==> config.mk <==
export PLATFORM = sky130hd
export DESIGN_NAME = video_src_gen
export DESIGN_NICKNAME = d
export VERILOG_FILES = /design/src/rtl/video_src_gen.sv
export SDC_FILE = /design/constraint.sdc
export NUM_CORES = 1
export LEC_CHECK = 0
export ABC_AREA = 1
export ABC_CLOCK_PERIOD_IN_PS = 9050
export CELL_PAD_IN_SITES_DETAIL_PLACEMENT = 1
export CELL_PAD_IN_SITES_GLOBAL_PLACEMENT = 2
export CORE_MARGIN = 3
export CORE_UTILIZATION = 36
export DETAILED_ROUTE_END_ITERATION = 10
export HOLD_SLACK_MARGIN = 0.02
export PLACE_DENSITY = 0.88
export SLEW_MARGIN = 20
export SYNTH_ARGS = -nofsm -noshare
export SYNTH_HDL_FRONTEND = slang
export SYNTH_SLANG_ARGS = --single-unit
==> constraint.sdc <==
create_clock -name clk -period 9.05 [get_ports clk]
set_input_delay 0.905 -clock clk [delete_from_list [all_inputs] [get_ports clk]]
set_output_delay 0.905 -clock clk [all_outputs]
set_load 0.1 [all_outputs]
==> src/rtl/video_src_gen.sv <==
// video_src_gen: pixel-bus source with programmable frame timing, sparse gaps and test patterns.
module video_src_gen #(
  parameter int PIXEL_WIDTH = 12,
  parameter int CNT_WIDTH   = 16
) (
  input  logic                   clk,
  input  logic                   rst_n,
  input  logic                   enable,
  input  logic [CNT_WIDTH-1:0]   reg_h_active,
  input  logic [CNT_WIDTH-1:0]   reg_h_blank,
  input  logic [CNT_WIDTH-1:0]   reg_v_active,
  input  logic [CNT_WIDTH-1:0]   reg_v_blank,
  input  logic [3:0]             reg_sparse,
  input  logic [1:0]             reg_pattern,
  input  logic [PIXEL_WIDTH-1:0] reg_const,
  output logic [PIXEL_WIDTH-1:0] do_o,
  output logic                   de_o,
  output logic                   hs_o,
  output logic                   vs_o,
  output logic [CNT_WIDTH-1:0]   frame_cnt_o
);
  typedef enum logic [1:0] {IDLE, HBLANK, ACTIVE} state_t;
  localparam int LW = CNT_WIDTH + 1;
  state_t state_q, state_d;
  logic [CNT_WIDTH-1:0] hcnt_q, hcnt_d, px_q, px_d, frame_q, frame_d;
  logic [3:0] sp_q, sp_d, spr_q, spr_d;
  logic [LW-1:0] ln_q, ln_d;
  logic [CNT_WIDTH-1:0] ha_q, ha_d, hb_q, hb_d, va_q, va_d, vb_q, vb_d;
  logic [1:0] pat_q, pat_d;
  logic [PIXEL_WIDTH-1:0] cst_q, cst_d, do_q, do_d, y, pix;
  logic de_q, de_d, hs_q, hs_d, vs_q, vs_d;
  logic latch, line_end, frame_end;
  always_comb begin
    state_d   = state_q;
    hcnt_d    = hcnt_q;
    px_d      = px_q;
    sp_d      = sp_q;
    ln_d      = ln_q;
    frame_d   = frame_q;
    latch     = 1'b0;
    line_end  = state_q == ACTIVE && sp_q == spr_q && px_q == ha_q - 1'b1;
    frame_end = line_end && ln_q == LW'(vb_q) + LW'(va_q) - 1'b1;
    case (state_q)
      IDLE: if (enable) begin
        state_d = HBLANK;
        hcnt_d  = '0;
        ln_d    = '0;
        latch   = 1'b1;
      end
      HBLANK: if (hcnt_q == hb_q - 1'b1) begin
        state_d = ACTIVE;
        px_d    = '0;
        sp_d    = '0;
      end else hcnt_d = hcnt_q + 1'b1;
      ACTIVE: if (sp_q != spr_q) sp_d = sp_q + 4'd1;
      else if (!line_end) begin
        px_d = px_q + 1'b1;
        sp_d = '0;
      end else if (!frame_end) begin
        state_d = HBLANK;
        hcnt_d  = '0;
        ln_d    = ln_q + 1'b1;
      end else begin
        // frame wrap: regs re-latch only when continuing into another frame
        frame_d = frame_q + 1'b1;
        ln_d    = '0;
        hcnt_d  = '0;
        state_d = enable ? HBLANK : IDLE;
        latch   = enable;
      end
      default: state_d = IDLE;
    endcase
    ha_d  = latch ? ((reg_h_active == '0) ? CNT_WIDTH'(1) : reg_h_active) : ha_q;
    hb_d  = latch ? ((reg_h_blank < CNT_WIDTH'(2)) ? CNT_WIDTH'(2) : reg_h_blank) : hb_q;
    va_d  = latch ? ((reg_v_active == '0) ? CNT_WIDTH'(1) : reg_v_active) : va_q;
    vb_d  = latch ? ((reg_v_blank == '0) ? CNT_WIDTH'(1) : reg_v_blank) : vb_q;
    spr_d = latch ? reg_sparse : spr_q;
    pat_d = latch ? reg_pattern : pat_q;
    cst_d = latch ? reg_const : cst_q;
    // outputs are derived from the next state so they register alongside it
    y     = PIXEL_WIDTH'(ln_d - LW'(vb_d));
    pix   = pat_d == 2'd0 ? PIXEL_WIDTH'(px_d) :
            pat_d == 2'd1 ? y :
            pat_d == 2'd2 ? {PIXEL_WIDTH{px_d[3] ^ y[3]}} : cst_d;
    hs_d  = state_d == HBLANK;
    vs_d  = state_d != IDLE && ln_d < LW'(vb_d);
    de_d  = state_d == ACTIVE && sp_d == 4'd0 && !vs_d;
    do_d  = de_d ? pix : '0;
  end
  always_ff @(posedge clk or negedge rst_n) begin
    if (!rst_n) begin
      state_q <= IDLE;
      hcnt_q  <= '0;
      px_q    <= '0;
      sp_q    <= '0;
      ln_q    <= '0;
      frame_q <= '0;
      ha_q    <= '0;
      hb_q    <= '0;
      va_q    <= '0;
      vb_q    <= '0;
      spr_q   <= '0;
      pat_q   <= '0;
      cst_q   <= '0;
      do_q    <= '0;
      de_q    <= 1'b0;
      hs_q    <= 1'b0;
      vs_q    <= 1'b0;
    end else begin
      state_q <= state_d;
      hcnt_q  <= hcnt_d;
      px_q    <= px_d;
      sp_q    <= sp_d;
      ln_q    <= ln_d;
      frame_q <= frame_d;
      ha_q    <= ha_d;
      hb_q    <= hb_d;
      va_q    <= va_d;
      vb_q    <= vb_d;
      spr_q   <= spr_d;
      pat_q   <= pat_d;
      cst_q   <= cst_d;
      do_q    <= do_d;
      de_q    <= de_d;
      hs_q    <= hs_d;
      vs_q    <= vs_d;
    end
  end
  assign do_o        = do_q;
  assign de_o        = de_q;
  assign hs_o        = hs_q;
  assign vs_o        = vs_q;
  assign frame_cnt_o = frame_q;
endmodule
# Yosys cells after proc, flatten, opt, wreduce, memory -nomap -nowiden
# Cells that the tools add are included.
dict set report totals {
  wordCells 109
  out_inout_bits 31
  reg_bits 168
  input_bits 85
}
dict set report classes {
  add_sub_neg 10
  n_bitwise 2
  order_cmp 2
  muxes 41
  reduce_logical 19
  n_eq_ne 17
}
# cell n
set op_table {}
lappend op_table {{two-way mux 16 bit} 12}
lappend op_table {{two-way mux 17 bit} 4}
lappend op_table {{two-way mux 12 bit} 5}
lappend op_table {{adder 16 x 1 -> 16 bit, second input constant} 3}
lappend op_table {{zero test 16 bit} 3}
lappend op_table {{one-hot mux 16 bit (3 select lines)} 1}
lappend op_table {{one-hot mux 17 bit (2 select lines)} 1}
lappend op_table {{equality test 16 bit} 2}
lappend op_table {{one-hot mux 16 bit (2 select lines)} 1}
lappend op_table {{subtractor 16 x 1 -> 16 bit, second input constant} 2}
lappend op_table {{adder 16 x 16 -> 17 bit} 1}
lappend op_table {{adder 17 x 1 -> 17 bit, second input constant} 1}
lappend op_table {{equality test 17 bit} 1}
lappend op_table {{< comparator 17 x 16 -> 1 bit} 1}
lappend op_table {{subtractor 17 x 1 -> 17 bit, second input constant} 1}
lappend op_table {{< comparator 16 x 2 -> 1 bit, second input constant} 1}
lappend op_table {{two-way mux 4 bit} 3}
lappend op_table {{inequality test 2 bit, second input constant} 6}
lappend op_table {{subtractor 12 bit} 1}
lappend op_table {{two-way mux 2 bit} 5}
lappend op_table {{one-hot mux 4 bit (2 select lines)} 1}
lappend op_table {{AND reduction 4 bit} 2}
lappend op_table {{equality test 2 x 1 -> 1 bit, second input constant} 3}
lappend op_table {{equality test 2 bit, second input constant} 3}
lappend op_table {{other kinds (15)} 27}

# Longest topological paths before layout
dict set report depth {
  word_depth 15
  ltp_mapped 41
}

# Worst setup path before layout
# OpenSTA, ideal clock, no wires.
dict set report synth_timing {
  path_kind {reg-to-reg}
  startpoint {reg va_q[1]}
  endpoint {reg do_q[10], in the netlist do_o[10]}
  required_ps 8934
  setup_ps 116
  path_stages_with_launch 38
  slack_ps 4131
  t_arrival_ps 4803
  path_buffers 3
  cell_sequence {dfrtp_1 inv_1 ha_1 inv_1 ha_1 inv_1 fa_1 inv_1 nand2_1 nand2_1 nand3_1 nand2_1 nand3b_1 nand2_1 nand2_1 nand2_1 o21ai_0 nor2_1 [... 2 more ...] nand2_4 buf_2 clkbuf_1 o21ai_1 inv_1 ha_1 a21o_1 a31oi_1 inv_1 nand3b_1 o2111ai_1 nand3_1 a21oi_1 o21ai_0 nand3_1 o21bai_4 buf_6 nor2_1}
}
dict set report synth_via {
  elab_chain_cells 15
}
# element line
set synth_lines {}
lappend synth_lines {{start: declaration} 28} ;# logic [CNT_WIDTH-1:0] ha_q, ha_d, hb_q, hb_d, va_q, va_d, vb_q, vb_d;
lappend synth_lines {{start signal: assignment} 118} ;# va_q <= va_d;
lappend synth_lines {{adder 16 x 16 -> 17 bit *} 42} ;# frame_end = line_end && ln_q == LW'(vb_q) + LW'(va_q) - 1'b1;
lappend synth_lines {{subtractor 17 x 1 -> 17 bit *} 42}
lappend synth_lines {{equality test 17 bit *} 42}
lappend synth_lines {{logical AND 1 bit *} 42}
lappend synth_lines {{two-way mux 1 bit *} 59} ;# end else if (!frame_end) begin
lappend synth_lines {{two-way mux 1 bit *} 56} ;# else if (!line_end) begin
lappend synth_lines {{two-way mux 1 bit *} 55} ;# ACTIVE: if (sp_q != spr_q) sp_d = sp_q + 4'd1;
lappend synth_lines {{one-hot mux 1 bit (2 select lines) *} 43} ;# case (state_q)
lappend synth_lines {{two-way mux 16 bit *} 76} ;# vb_d = latch ? ((reg_v_blank == '0) ? CNT_WIDTH'(1) : reg_v_blank) : vb_q;
lappend synth_lines {{net vb_d[2]} 28}
lappend synth_lines {{subtractor 12 bit} 81} ;# y = PIXEL_WIDTH'(ln_d - LW'(vb_d));
lappend synth_lines {{bitwise XOR 1 bit} 84} ;# pat_d == 2'd2 ? {PIXEL_WIDTH{px_d[3] ^ y[3]}} : cst_d;
lappend synth_lines {{two-way mux 12 bit} 84}
lappend synth_lines {{two-way mux 12 bit} 83} ;# pat_d == 2'd1 ? y :
lappend synth_lines {{two-way mux 12 bit} 82} ;# pix = pat_d == 2'd0 ? PIXEL_WIDTH'(px_d) :
lappend synth_lines {{two-way mux 12 bit *} 88} ;# do_d = de_d ? pix : '0;
lappend synth_lines {{net do_d[10]} 30} ;# logic [PIXEL_WIDTH-1:0] cst_q, cst_d, do_q, do_d, y, pix;
lappend synth_lines {{end signal: assignment} 123} ;# do_q <= do_d;
lappend synth_lines {{end: declaration} 30}
# Mark *: on every way through the listed nets, which the timed path passes. The rest lies on a longest branch.
# A chain may end at the register's enable or synchronous reset.

# Worst setup path in the final report
dict set report layout_timing {
  startpoint {reg state_q[0]}
  endpoint {reg do_q[10], in the netlist do_o[10]}
}
dict set report layout_via {
  elab_chain_cells 15
}
# element line
set layout_lines {}
lappend layout_lines {{start: declaration} 24} ;# state_t state_q, state_d;
lappend layout_lines {{start signal: assignment} 110} ;# state_q <= state_d;
lappend layout_lines {{equality test 2 bit} {41, 43}}
lappend layout_lines {{logical AND 1 bit (2 in a row)} 41} ;# line_end = state_q == ACTIVE && sp_q == spr_q && px_q == ha_q - 1'b1;
lappend layout_lines {{logical AND 1 bit} 42}
lappend layout_lines {{two-way mux 1 bit} 59}
lappend layout_lines {{two-way mux 1 bit} 56}
lappend layout_lines {{two-way mux 1 bit} 55}
lappend layout_lines {{one-hot mux 1 bit (2 select lines) *} 43}
lappend layout_lines {{two-way mux 16 bit *} 76}
lappend layout_lines {{net vb_d[0]} 28}
lappend layout_lines {{subtractor 12 bit} 81}
lappend layout_lines {{bitwise XOR 1 bit} 84}
lappend layout_lines {{two-way mux 12 bit} 84}
lappend layout_lines {{two-way mux 12 bit} 83}
lappend layout_lines {{two-way mux 12 bit} 82}
lappend layout_lines {{two-way mux 12 bit *} 88}
lappend layout_lines {{net do_d[10]} 30}
# Mark *: on every way through the listed nets, which the timed path passes. The rest lies on a longest branch. The select of a mux whose other input is x is not followed.

==> results.cfg <==
[worst_setup_path]
cpMaxStageDelayCell = ha_1
worst_setup_path_start_kind = flip-flop
rr_endpoint = do_o[10]
path_class = flip-flop to flip-flop
timing.rr.start = state_q[0]
crit_fanout = 55
cp.arrival_ps = 6770
crit_required_ps = 9380
crit_path_end_kind = flip-flop
ff2ff_path_depth = 32
max_stage_delay_ps = 570
r2r_slack_ps = 2610
crit_top_cell = nand2_1

[min_path]
hp-class = input port to async pin

[routing]
routedWlPerCell_um = 16.76
drt_first_pass_iters = 5
ant_nets = 0
routed_wl_um = 39560
vias_per_cell = 5.031
num_vias = 11874
drc_errors = 0
drtIter0Drc = 551

[clock_network]
clk_pin_slew_worst_paths_ps = 80
insertion_delay_ps = 460
htree_num_levels = 4
cts_tree = built
ctsResizeCount = 0
postCtsSetupBuffers = 0
hold_buffers = 0
clockBufferDepth = 2
clockRootBuffer = clkbuf_16
cts_buffers = 17
clock_sinks = 168

[logic_synthesis]
synth-compound-area-share_pct = 10.01
syn_area_per_cell_um2 = 6.851
syn_nets = 1939
ys_async_sr_fraction_pct = 100.0
synthesis.area_um2 = 12280
synth-main-ff-cell = dfrtp_1
ys_seq_elements = 168
synthMuxAreaShare_pct = 0
synth_top_family_by_area = simple AND/OR/NAND/NOR gates
netlist_instances = 1793
synth_edf_count = 0
yosys.area_share.simple_pct = 31.95
synth-xor-area-share_pct = 6.102
ys_types = 55
synth_warnings = 0
ys_seq_area_share_pct = 34.23
synthAdderAreaFrac_pct = 6.336

[cells_and_area]
drive_gt1_share_pct = 3.923
syn_to_final_growth_pct = 17.72
layout.nets = 2045
finalNonFillerCells = 2360
diodes = 0

[timing]
clock-skew-final_ps = 12.87
slew_headroom_pct = 33.91
fin_setup_tns_ps = 0
finalSetupViolations = 0
report.final.slew_viol_count = 0
tightest_slew_ps = 988.3
rsz0062_at_grt = false
hold_violations = 0
min_period_ps = 6439
fin_crit_sh_pct = 71.15
fmax_mhz = 155.3
fin_hold_ws_ps = 398.5

[power]
p_clk_share_pct = 15.0
p_per_area_nw_per_um2 = 357.1
p_total_uw = 5163
power_frac_comb_pct = 63.0
seqPwrFrac_pct = 21.9
power.switching_uw = 2677
sw_frac_of_total_pct = 51.84
power.leakage_uw = 0.007234
p_int_uw = 2487
ir_worst_vdd_mv = 0.1575

[die]
dieArea_um2 = 36370
fp.dieH_um = 190.7
rows = 67
start_util_pct = 36.54
dieWidth_um = 190.7
coreArea_um2 = 33620
pin_count = 116

[outcome]
outcome = finished clean

[global_routing]
grt_pass1_vias = 12436
grt_pass1_wl_um = 64700
grtUsageTotal_pct = 22.32
grt_start_max_net_pins = 81
use_met1_pct = 30.25
antenna_found_initial = 0
busiest_layer = met2
met2_usage_pct = 37.37
grtUsageMet3_pct = 3.676
gr-total-overflow = 0

[place]
dp.cells = 2328
portBuffers = 115
hpwl_um = 31260
gp_congestion = 0.8922

[flow_run]
maxCapViolCount = 0
==> placed cells by master (no fill, tap or decap), types with 14 or more instances in the layout <==
cell type	count
nand3_1	109
a21oi_1	46
clkbuf_16	17
nor3_1	27
nor2_1	167
inv_1	324
clkdlybuf4s50_1	114
o21ai_0	119
o21ai_1	14
nand2_1	480
dfrtp_1	168
ha_1	59
xnor2_1	24
nand4_1	36
xor2_1	59
nor4_1	21
==> stage by stage <==
step / setup WS (ps) / area, µm² / util (%)
final: 2611 / 14460 / 43.02
after floorplan: 4131 / 12280 / -
after detailed placement: 2625 / 13860 / 41.23
after CTS: 2560 / 14460 / 43.02
after global placement: 2757 / 13860 / 41.23
after global routing: 1998 / 14460 / 43.02
==> sequential cells by signal (all words and copies together), names as in the netlist <==
register,cells
do_o,12
sp_q,4
pat_q,2
cst_q,12
ln_q,17
vb_q,16
ha_q,16
va_q,16
state_q,2
hcnt_q,16
px_q,16
spr_q,4
hs_o,1
de_o,1
frame_cnt_o,16
hb_q,16
vs_o,1
==> area by class of cell <==
class | count | area, µm²
timing repair buffer | 119 | 1182
sequential | 168 | 4204
inverter | 328 | 1231
clock inverter | 14 | 160.2
multi-input combinational | 1265 | 6683
clock buffer | 18 | 439.2
tap | 448 | 560.5
fill | 4296 | 19160
==> cell families (layout without fill, tap and decap cells) <==
group                      count (synthesis)  in the layout
AOI/OAI and AO/OA                        222            222
adders and majority gates                 61             61
buffers and inverters                    360            479
and+or+nand+nor                          898            898
xor gates and xnor gates                  84             84
DFF                                      168            168
==> routing by layer <==
layer | part of all wire (%) | routed length (µm)
met1 | 48 | 19090
met2 | 47 | 18490
met3 | 3.6 | 1411
met4 | 1.4 | 572
met5 | 0 | 0
==> how the worst max path moves through the flow <==
stage                     from       end  slack [ps]
global placement    state_q[0]  do_o[10]        2760
CTS                 state_q[0]  do_o[10]        2560
finish              state_q[0]  do_o[10]        2610
detailed placement  state_q[0]  do_o[10]        2630
floorplan              va_q[1]  do_o[10]        4130
global route        state_q[0]  do_o[10]        2000
==> worst max-delay path, delay by kind of cell, from the launching register on <==
family                     cells  cell delay (ps)
DFF                            1              430
AOI/OAI and AO/OA              4              750
buffers and inverters          5             1720
adders and majority gates      3             1180
and+or+nand+nor               19             2020
xor gates and xnor gates       1              190
==> power groups by stage <==
| stage | sequential, µW | clock [µW] | combinational, µW |
|---|---|---|---|
| after global placement | 1140 | 0 | 3190 |
| after CTS | 1130 | 795 | 3290 |
| after detailed placement | 1140 | 0 | 3260 |
| after floorplan | 1130 | 0 | 2410 |
| final | 1130 | 777 | 3250 |
| after global routing | 1160 | 836 | 3770 |
==> Yosys cell counts, types with 2 or more instances <==
cell / n / share of area [%]
nand2_1: 480 / 15
inv_1: 325 / 9.9
dfrtp_1: 168 / 34
nor2_1: 167 / 5.1
o21ai_0: 119 / 4.8
nand3_1: 109 / 4.4
ha_1: 59 / 6.0
xor2_1: 59 / 4.2
a21oi_1: 46 / 1.9
nand4_1: 36 / 1.8
nor3_1: 27 / 1.1
xnor2_1: 24 / 1.7
nor4_1: 21 / 1.1
clkbuf_1: 15 / 0.46
o21ai_1: 14 / 0.57
nand3b_1: 13 / 0.79
buf_2: 11 / 0.45
o211ai_1: 8 / 0.49
nand2_2: 7 / 0.36
nor2_2: 7 / 0.36
a31oi_1: 6 / 0.31
o22ai_1: 6 / 0.31
nor2_4: 5 / 0.46
or2_2: 5 / 0.25
a21o_1: 4 / 0.24
buf_6: 4 / 0.37
nand2_4: 4 / 0.37
o21bai_1: 4 / 0.24
a41oi_1: 3 / 0.21
and2_1: 3 / 0.15
and3_1: 3 / 0.15
nor4b_1: 3 / 0.21
fa_1: 2 / 0.33
inv_2: 2 / 0.061
nand3_2: 2 / 0.16
nor3_2: 2 / 0.16
o2111ai_1: 2 / 0.14
Note: power is estimated with default switching activity, not from simulation.
